File: config.mk
export PLATFORM = sky130hd
export DESIGN_NAME = mux3_rr_arbiter
export DESIGN_NICKNAME = d
export VERILOG_FILES = /design/src/rtl/dlx_arb_pkg.sv /design/src/rtl/rr_pick3.sv /design/src/rtl/mux3_rr_arbiter.sv
export SDC_FILE = /design/constraint.sdc
export NUM_CORES = 1
export LEC_CHECK = 0
export BUFFER_PORTS_ARGS = -buffer_cell sky130_fd_sc_hd__buf_2
export CAP_MARGIN = 20
export CELL_PAD_IN_SITES_DETAIL_PLACEMENT = 1
export CELL_PAD_IN_SITES_GLOBAL_PLACEMENT = 1
export CORE_MARGIN = 2
export CORE_UTILIZATION = 43
export DETAILED_ROUTE_END_ITERATION = 8
export MAX_ROUTING_LAYER = met4
export PLACE_DENSITY_LB_ADDON = 0.1
export SLEW_MARGIN = 20
export SYNTH_ARGS = -nofsm -noshare
export SYNTH_HDL_FRONTEND = slang
export SYNTH_SLANG_ARGS = --single-unit
File: constraint.sdc
create_clock -name clk -period 4.5 [get_ports clk]
set_input_delay 0.9 -clock clk [delete_from_list [all_inputs] [get_ports clk]]
set_output_delay 0.9 -clock clk [all_outputs]
set_load 0.1 [all_outputs]
File: src/rtl/dlx_arb_pkg.sv
// Shared types and constants for the 3-input operand/result mux and its arbiter.
package dlx_arb_pkg;

    localparam int unsigned NUM_PORTS = 3;
    localparam int unsigned IDX_W     = 2;
    localparam int unsigned CNT_W     = 8;

    typedef enum logic [1:0] {
        ARB_IDLE = 2'd0,
        ARB_HOLD = 2'd1,
        ARB_COOL = 2'd2
    } arb_state_t;

    // Mux select encodings; SEL_NONE forces the mux output to zero.
    localparam logic [IDX_W-1:0] SEL_A    = 2'b00;
    localparam logic [IDX_W-1:0] SEL_B    = 2'b01;
    localparam logic [IDX_W-1:0] SEL_C    = 2'b10;
    localparam logic [IDX_W-1:0] SEL_NONE = 2'b11;

    // Requester indices: DLX core, TinyML accelerator, DMA/load path.
    localparam logic [IDX_W-1:0] PORT_CORE = 2'd0;
    localparam logic [IDX_W-1:0] PORT_ML   = 2'd1;
    localparam logic [IDX_W-1:0] PORT_DMA  = 2'd2;

    // Next port in round-robin order (mod 3).
    function automatic logic [IDX_W-1:0] next_port(input logic [IDX_W-1:0] idx);
        case (idx)
            PORT_CORE: next_port = PORT_ML;
            PORT_ML:   next_port = PORT_DMA;
            default:   next_port = PORT_CORE;
        endcase
    endfunction

    // One-hot grant vector for a port index.
    function automatic logic [NUM_PORTS-1:0] port_onehot(input logic [IDX_W-1:0] idx);
        case (idx)
            PORT_CORE: port_onehot = 3'b001;
            PORT_ML:   port_onehot = 3'b010;
            PORT_DMA:  port_onehot = 3'b100;
            default:   port_onehot = 3'b000;
        endcase
    endfunction

    // Mux select for a port index.
    function automatic logic [IDX_W-1:0] port_sel(input logic [IDX_W-1:0] idx);
        case (idx)
            PORT_CORE: port_sel = SEL_A;
            PORT_ML:   port_sel = SEL_B;
            PORT_DMA:  port_sel = SEL_C;
            default:   port_sel = SEL_NONE;
        endcase
    endfunction

endpackage

File: src/rtl/rr_pick3.sv
// Combinational 3-way round-robin picker: first requester at or after ptr.
module rr_pick3
    import dlx_arb_pkg::*;
(
    input  logic [2:0] req,
    input  logic [1:0] ptr,
    output logic       win_valid,
    output logic [1:0] win_idx
);

    logic [IDX_W-1:0] cand0;
    logic [IDX_W-1:0] cand1;
    logic [IDX_W-1:0] cand2;

    // Search ptr, ptr+1, ptr+2 (mod 3); an illegal ptr behaves as port 0.
    always_comb begin
        cand0     = (ptr > PORT_DMA) ? PORT_CORE : ptr;
        cand1     = next_port(cand0);
        cand2     = next_port(cand1);
        win_valid = |req;
        win_idx   = cand0;
        if (req[cand0]) begin
            win_idx = cand0;
        end else if (req[cand1]) begin
            win_idx = cand1;
        end else if (req[cand2]) begin
            win_idx = cand2;
        end
    end

endmodule

File: src/rtl/mux3_rr_arbiter.sv
// Round-robin arbiter and select sequencer for the shared 3-input 32-bit mux.
// Grants are held for a whole transfer, bounded by MAX_HOLD, and every
// release is followed by one dead-bus cycle before the next arbitration.
module mux3_rr_arbiter
    import dlx_arb_pkg::*;
#(
    parameter int unsigned MAX_HOLD = 16
) (
    input  logic       clk,
    input  logic       rst,
    input  logic [2:0] req,
    output logic [2:0] gnt,
    output logic [1:0] sel,
    output logic       busy,
    output logic       timeout,
    output logic [7:0] hold_cnt
);

    localparam logic [CNT_W-1:0] HOLD_LIMIT = CNT_W'(MAX_HOLD);

    arb_state_t           state_q;
    arb_state_t           state_d;
    logic [IDX_W-1:0]     ptr_q;
    logic [IDX_W-1:0]     ptr_d;
    logic [IDX_W-1:0]     win_q;
    logic [IDX_W-1:0]     win_d;
    logic [NUM_PORTS-1:0] gnt_d;
    logic [IDX_W-1:0]     sel_d;
    logic                 busy_d;
    logic                 timeout_d;
    logic [CNT_W-1:0]     hold_d;

    logic                 win_valid;
    logic [IDX_W-1:0]     win_idx;
    logic                 win_req;

    rr_pick3 u_pick (
        .req       (req),
        .ptr       (ptr_q),
        .win_valid (win_valid),
        .win_idx   (win_idx)
    );

    // The current owner's request, via the one-hot grant.
    assign win_req = |(req & gnt);

    // State, pointer and output registers; reset drops any grant immediately.
    always_ff @(posedge clk) begin
        if (rst) begin
            state_q  <= ARB_IDLE;
            ptr_q    <= PORT_CORE;
            win_q    <= PORT_CORE;
            gnt      <= '0;
            sel      <= SEL_NONE;
            busy     <= 1'b0;
            timeout  <= 1'b0;
            hold_cnt <= '0;
        end else begin
            state_q  <= state_d;
            ptr_q    <= ptr_d;
            win_q    <= win_d;
            gnt      <= gnt_d;
            sel      <= sel_d;
            busy     <= busy_d;
            timeout  <= timeout_d;
            hold_cnt <= hold_d;
        end
    end

    // Next-state and next-output logic.
    always_comb begin
        state_d   = state_q;
        ptr_d     = ptr_q;
        win_d     = win_q;
        gnt_d     = gnt;
        sel_d     = sel;
        busy_d    = busy;
        timeout_d = 1'b0;
        hold_d    = hold_cnt;

        case (state_q)
            ARB_IDLE: begin
                if (win_valid) begin
                    state_d = ARB_HOLD;
                    win_d   = win_idx;
                    gnt_d   = port_onehot(win_idx);
                    sel_d   = port_sel(win_idx);
                    busy_d  = 1'b1;
                    hold_d  = CNT_W'(1);
                end
            end

            ARB_HOLD: begin
                if (!win_req || hold_cnt >= HOLD_LIMIT) begin
                    // A drop on the limit cycle is a normal release, not a timeout.
                    state_d   = ARB_COOL;
                    ptr_d     = next_port(win_q);
                    gnt_d     = '0;
                    sel_d     = SEL_NONE;
                    busy_d    = 1'b0;
                    hold_d    = '0;
                    timeout_d = win_req;
                end else begin
                    hold_d = CNT_W'(hold_cnt + CNT_W'(1));
                end
            end

            ARB_COOL: begin
                state_d = ARB_IDLE;
            end

            default: begin
                state_d = ARB_IDLE;
                gnt_d   = '0;
                sel_d   = SEL_NONE;
                busy_d  = 1'b0;
                hold_d  = '0;
            end
        endcase
    end

endmodule

* Word level (Yosys, flattened, before mapping)
Index checks and enable logic that the tools add are counted.
** Operators by class
- Add/sub/neg operators :: 1
- Magnitude comparators :: 5
- Eq/ne operators :: 9
- Muxes and demuxes :: 30
- Bitwise gates (word level) :: 4
- Reduce and logical (&&, ||, !) cells :: 15
** Operators by type and width (number)
- 8-bit one-hot mux with 3 select lines :: 1
- 3-bit one-hot mux with 3 select lines :: 2
- 2-bit two-way mux :: 8
- 8-bit two-way mux :: 2
- 2-bit one-hot mux with 2 select lines :: 4
- 2-bit one-hot mux with 3 select lines :: 2
- 2-bit by 1-bit == test with 1-bit output (second input constant) :: 5
- 2-bit zero test :: 5
- 2-bit by 3-bit less-than comparator with 1-bit output (second input constant) :: 3
- 3-bit OR reduction :: 3
- 8-bit by 1-bit adder with 8-bit output (second input constant) :: 1
- 8-bit by 5-bit greater-or-equal comparator with 1-bit output (second input constant) :: 1
- 2-bit AND reduction :: 4
- 1-bit binary-select mux with 2-bit select :: 3
- 3-bit two-way mux :: 2
- 1-bit two-way mux :: 5
- 2-bit == test (second input constant) :: 2
- 3-bit AND :: 1
- 1-bit NOT :: 3
- 1-bit one-hot mux with 3 select lines :: 1
- 3-bit AND reduction :: 1
- 2-bit greater-than comparator (second input constant) :: 1
- 2-bit by 1-bit != test with 1-bit output (second input constant) :: 1
- 2-bit != test (second input constant) :: 1
- other kinds (2) :: 2
** Word-level totals
- Bits in registers :: 21
- Bits of input ports :: 5
- Output and inout bits :: 15
- Logic and storage cells :: 72

* Longest topological paths before layout
- Word-level depth :: 15
- Gate-level depth with buffers :: 8
- Depth with buffers taken out :: 7

* By module
A second synthesis with hierarchy kept.
** Unflattened totals
- Cells, all modules :: 122
- Area total of the unflattened synthesis :: 1061.0 µm²
** By module, submodules not included
- mux3_rr_arbiter :: times used 1, cells an instance 93, area an instance 852.1 µm², seq. area each 420.4 µm²
- rr_pick3 :: times used 1, cells an instance 29, area an instance 209.0 µm², seq. area each 0.0 µm²

* Least setup slack after synthesis
Ideal clock, no wire load.
- Kind :: reg-to-reg
- Start point :: reg gnt[2]
- End point :: reg sel[0]
- Library setup time :: 129 ps
- Arrival :: 2255 ps
- Data required time :: 4371 ps
- Slack :: 2116 ps
- Stages on the path, launching flop included :: 7
- Path buffers :: 1
- Period minus slack after synthesis :: 2384 ps
- Path through :: dfxtp_1 a222oi_1 nand2b_1 or3b_4 a21o_1 buf_6 a2bb2oi_1
** On the way
- Word-level cells in the longest chain between the ends :: 6
** RTL lines
- from (decl) :: RTL line mux3_rr_arbiter.sv:12 : output logic [2:0] gnt,
- from (signal assigned) :: RTL line mux3_rr_arbiter.sv:62 : gnt <= gnt_d;
- 3-bit AND :: RTL line mux3_rr_arbiter.sv:45 : assign win_req = |(req & gnt);
- 3-bit OR reduction :: RTL line mux3_rr_arbiter.sv:45
- 1-bit zero test :: RTL line mux3_rr_arbiter.sv:94 : if (!win_req || hold_cnt >= HOLD_LIMIT) begin
- 1-bit logical OR :: RTL line mux3_rr_arbiter.sv:94
- 2-bit != test (no line)
- 3-bit AND reduction (no line)
- to (signal assigned) :: RTL line mux3_rr_arbiter.sv:63 : sel <= sel_d;
- to (decl) :: RTL line mux3_rr_arbiter.sv:13 : output logic [1:0] sel,
Every way passes these cells.
A chain may end at the register's enable or synchronous reset.

* Worst setup path after layout
- Start point :: reg ptr_q[0]
- End point :: reg gnt[0]
** On the way
- Word-level cells in the longest chain between the ends :: 15
- Elaborated cells on any way between the ends :: 23
- Classes of those cells :: order compare (1); eq/ne (4); mux (15); reduce/logical (3)
** RTL lines
- from (decl) :: RTL line mux3_rr_arbiter.sv:23 : logic [IDX_W-1:0] ptr_q;
- from (signal assigned) :: RTL line mux3_rr_arbiter.sv:60 : ptr_q <= ptr_d;
- 2-bit greater-than comparator :: RTL line rr_pick3.sv:17 : cand0 = (ptr > PORT_DMA) ? PORT_CORE : ptr;
- 2-bit two-way mux (*) :: RTL line rr_pick3.sv:17
- 2-bit by 1-bit == test with 1-bit output / 2-bit zero test (equally long branches) :: RTL line dlx_arb_pkg.sv:27 : case (idx)
- 2-bit one-hot mux with 2 select lines :: RTL line dlx_arb_pkg.sv:27
- 2-bit by 1-bit == test with 1-bit output / 2-bit zero test (equally long branches) :: RTL line dlx_arb_pkg.sv:27
- 2-bit one-hot mux with 2 select lines :: RTL line dlx_arb_pkg.sv:27
- 1-bit binary-select mux with 2-bit select :: RTL line rr_pick3.sv:26 : end else if (req[cand2]) begin
- 1-bit two-way mux (implied by the code) :: RTL line rr_pick3.sv:26
- 2-bit two-way mux :: RTL line rr_pick3.sv:26
- 2-bit two-way mux :: RTL line rr_pick3.sv:24 : end else if (req[cand1]) begin
- 2-bit two-way mux (*) :: RTL line rr_pick3.sv:22 : if (req[cand0]) begin
- 2-bit == test (tied with other cells) :: RTL line dlx_arb_pkg.sv:36 : case (idx)
- 3-bit one-hot mux with 3 select lines (*) :: RTL line dlx_arb_pkg.sv:36
- 3-bit two-way mux (*) :: RTL line mux3_rr_arbiter.sv:83 : if (win_valid) begin
- 3-bit one-hot mux with 3 select lines (*) :: RTL line mux3_rr_arbiter.sv:81 : case (state_q)
Mark *: on every way between the ends. The rest lies on a longest branch, timed or not. The select of a mux whose other input is x is not followed.

==> metrics.yaml <==
cts:
  htree_levels: 1
  cts_hold_buf: 0
  post-cts-setup-buffers: 0
  cts.clk_slew.worst_paths_ps: 120
  clockBufferDepth: 2
  cts_root_buffer: "clkbuf_4"
  ctsResizeCount: 0
  tritoncts: "done"
  cts.sinks: 21
  cts_buffers: 3
  insertion_delay_ps: 300
floorplanning:
  dieArea_sq_um: 2780
  core_area_sq_um: 2230
  fp.dieH_microns: 52.7
  num_rows: 17
  initial_core_util_pct: 45.7
  io_pins: 20
  die_w_microns: 52.7
synth:
  synth_top_area_cell: "dfxtp_1"
  synth-seq-cells: 21
  synth_top_area_share_pct: 41.2
  yosysSeqAreaShare_pct: 41.2
  syn_nets: 121
  syn_avg_cell_area_sq_um: 9.28
  ys_top_cells_by_count: "dfxtp_1 (21), nor2_1 (13), a21oi_1 (8)"
  synth_edf_count: 0
  yosysUniqueCellTypes: 38
  synthFlopType: "dfxtp_1"
  synthArstFlopShare_pct: 0
  yosysMostFrequentCell: "dfxtp_1"
  synthCells: 110
  yosys-top-cells-area: "dfxtp_1 (41%), ha_1 (7.4%), nor2_1 (4.8%), a21oi_1 (3.9%), mux2i_1 (3.9%)"
  synth_area_sq_um: 1020
  ys_warn_count: 0
placement:
  gp_congestion: 0.837
  dp_hpwl_microns: 1810
  io_buffer_count: 19
power_and_ir_drop:
  p_int_uw: 289
  p_seq_share_pct: 43.3
  clkPwrFrac_pct: 18.1
  power.leakage_nw: 0.486
  powerDensity_nw_per_um2: 438
  p_total_uw: 507
  p_comb_share_pct: 38.6
  swShare_pct: 42.9
  switchingPower_uw: 218
  ir_drop_v: 0.000315
layout:
  area_delta_synth_final_pct: 13.5
  diodes: 0
  nets: 142
  drive_gt1_share_pct: 21.5
timing:
  worst_slew_pin_slew_ps: 610
  slew_violations: 0
  setup_violations: 0
  finalHoldViolCount: 0
  max_freq_mhz: 428
  fin_tns_setup_ps: 0
  fin_skew_ps: 1.55
  finalCritPeriodShare_pct: 52.0
  maxSlewHeadroom_pct: 58.3
  min_period_ps: 2340
  grt_setup_unrepaired: "false"
drt:
  vias_per_cell: 5.46
  drtIter0Drc: 10
  drtPass1Iterations: 4
  wl_microns: 2330
  num_vias: 863
  drtAntennaViolNets: 0
  avgRoutedWirePerCell_microns: 14.8
  drc: 0
grt:
  grt_usage_pct: 20.3
  antenna_found_initial: 0
  grt_pass1_wl_microns: 4010
  grt-ovfl-total: 0
  grt_pass1_vias: 842
  grt_max_degree: 14
min_path:
  worstHoldPathType: "reg2reg"
  holdCritStartpoint: "busy"
  hold_depth: 1
  holdPathEnd: "busy"
setup_path:
  ff2ff_path_depth: 7
  r2r_slack_ps: 2160
  required_ps: 4710
  crit_fanout: 7
  crit_arrival_ps: 2550
  worst_setup_path_end_kind: "flop"
  critPathLaunchType: "flop"
  crit_type: "reg2reg"
  rr_endpoint: "gnt[0]"
  reg2reg_from: "ptr_q[0]"
status:
  status: "finished, final reports clean"
run:
  cap_violations: 0
==> stage by stage <==
step	cells	instance area [sq um]	utilization, %	setup WS [ps]	hold WS, ps
floorplan	110	1020	-	2120	465
global placement	154	1130	50.6	2160	430
detailed placement	154	1130	50.6	2030	438
CTS	158	1160	51.9	2130	466
global route	158	1160	51.9	1870	500
finish	158	1160	51.9	2160	466
==> sequential cells by signal, summed over array words and instances, names as in the netlist <==
signal	cells
busy	1
gnt	3
hold_cnt	8
ptr_q	2
sel	2
state_q	2
timeout	1
win_q	2
==> final cells by class <==
type                    count  area, sq um
clock inverters             1         5.00
clock buffers               3         22.5
well taps                  28         35.0
flip-flops and latches     21          420
inverters                   5         18.8
multi-input cells          81          562
fillers                   277         1070
repair buffers             19         95.1
==> worst max path at each step <==
stage | slack (ps) | cells past startpoint | end | startpoint
final | 2160 | 7 | gnt[0] | ptr_q[0]
after global routing | 1870 | 7 | win_q[0] | ptr_q[0]
after CTS | 2130 | 7 | gnt[0] | ptr_q[0]
after detailed placement | 2030 | 6 | gnt[2] | req[2]
after global placement | 2160 | 6 | gnt[0] | req[0]
after floorplan | 2120 | 6 | sel[0] | gnt[2]
==> power by group through the flow <==
stage,Sequential (mW),Clock [mW],Combinational [mW]
finish,0.219,0.0918,0.196
global route,0.222,0.105,0.210
CTS,0.220,0.0937,0.197
detailed placement,0.224,0,0.196
global placement,0.223,0,0.191
floorplan,0.302,0,0.0824
==> cells in the final DEF (no fill, tap or decap), types with 3 or more instances in the layout <==
cell      Yosys  layout
ha_1          6       6
clkbuf_4      0       3
nor3_1        3       3
buf_2         1      19
inv_1         5       5
nand2b_1      3       3
nor2b_1       3       3
o21ai_0       4       4
a21oi_1       8       8
dfxtp_1      21      21
nor2_1       13      13
a21o_1        3       3
mux2i_1       4       4
nand2_1       6       6
==> worst max-delay path, stage by stage (launching register included) <==
cell	delay [ps]
dfxtp_1	410
inv_1	90
ha_1	420
mux2i_1	200
o21ai_0	80
a2111oi_0	570
nor2_1	220
a32o_1	260
==> logic make-up after synthesis <==
| family | count (synthesis) | share of synthesized area [%] |
|---|---|---|
| xor gates and xnor gates | 2 | 1.72 |
| buffers and inverters | 8 | 3.80 |
| muxes | 5 | 5.02 |
| AOI/OAI and AO/OA | 28 | 20.0 |
| DFF | 21 | 41.2 |
| and+or+nand+nor | 40 | 21.0 |
| adders and majority gates | 6 | 7.35 |
==> metal layers <==
| metal | wire, microns | global-route usage [%] | vias up |
|---|---|---|---|
| met3 | 38 | 3.71 | 4 |
| met5 | 0 | - | - |
| li1 | - | - | 436 |
| met2 | 1100 | 29.8 | 11 |
| met4 | 39 | 9.40 | 0 |
| met1 | 1150 | 26.9 | 412 |
Power figures use the tool's default switching activity.
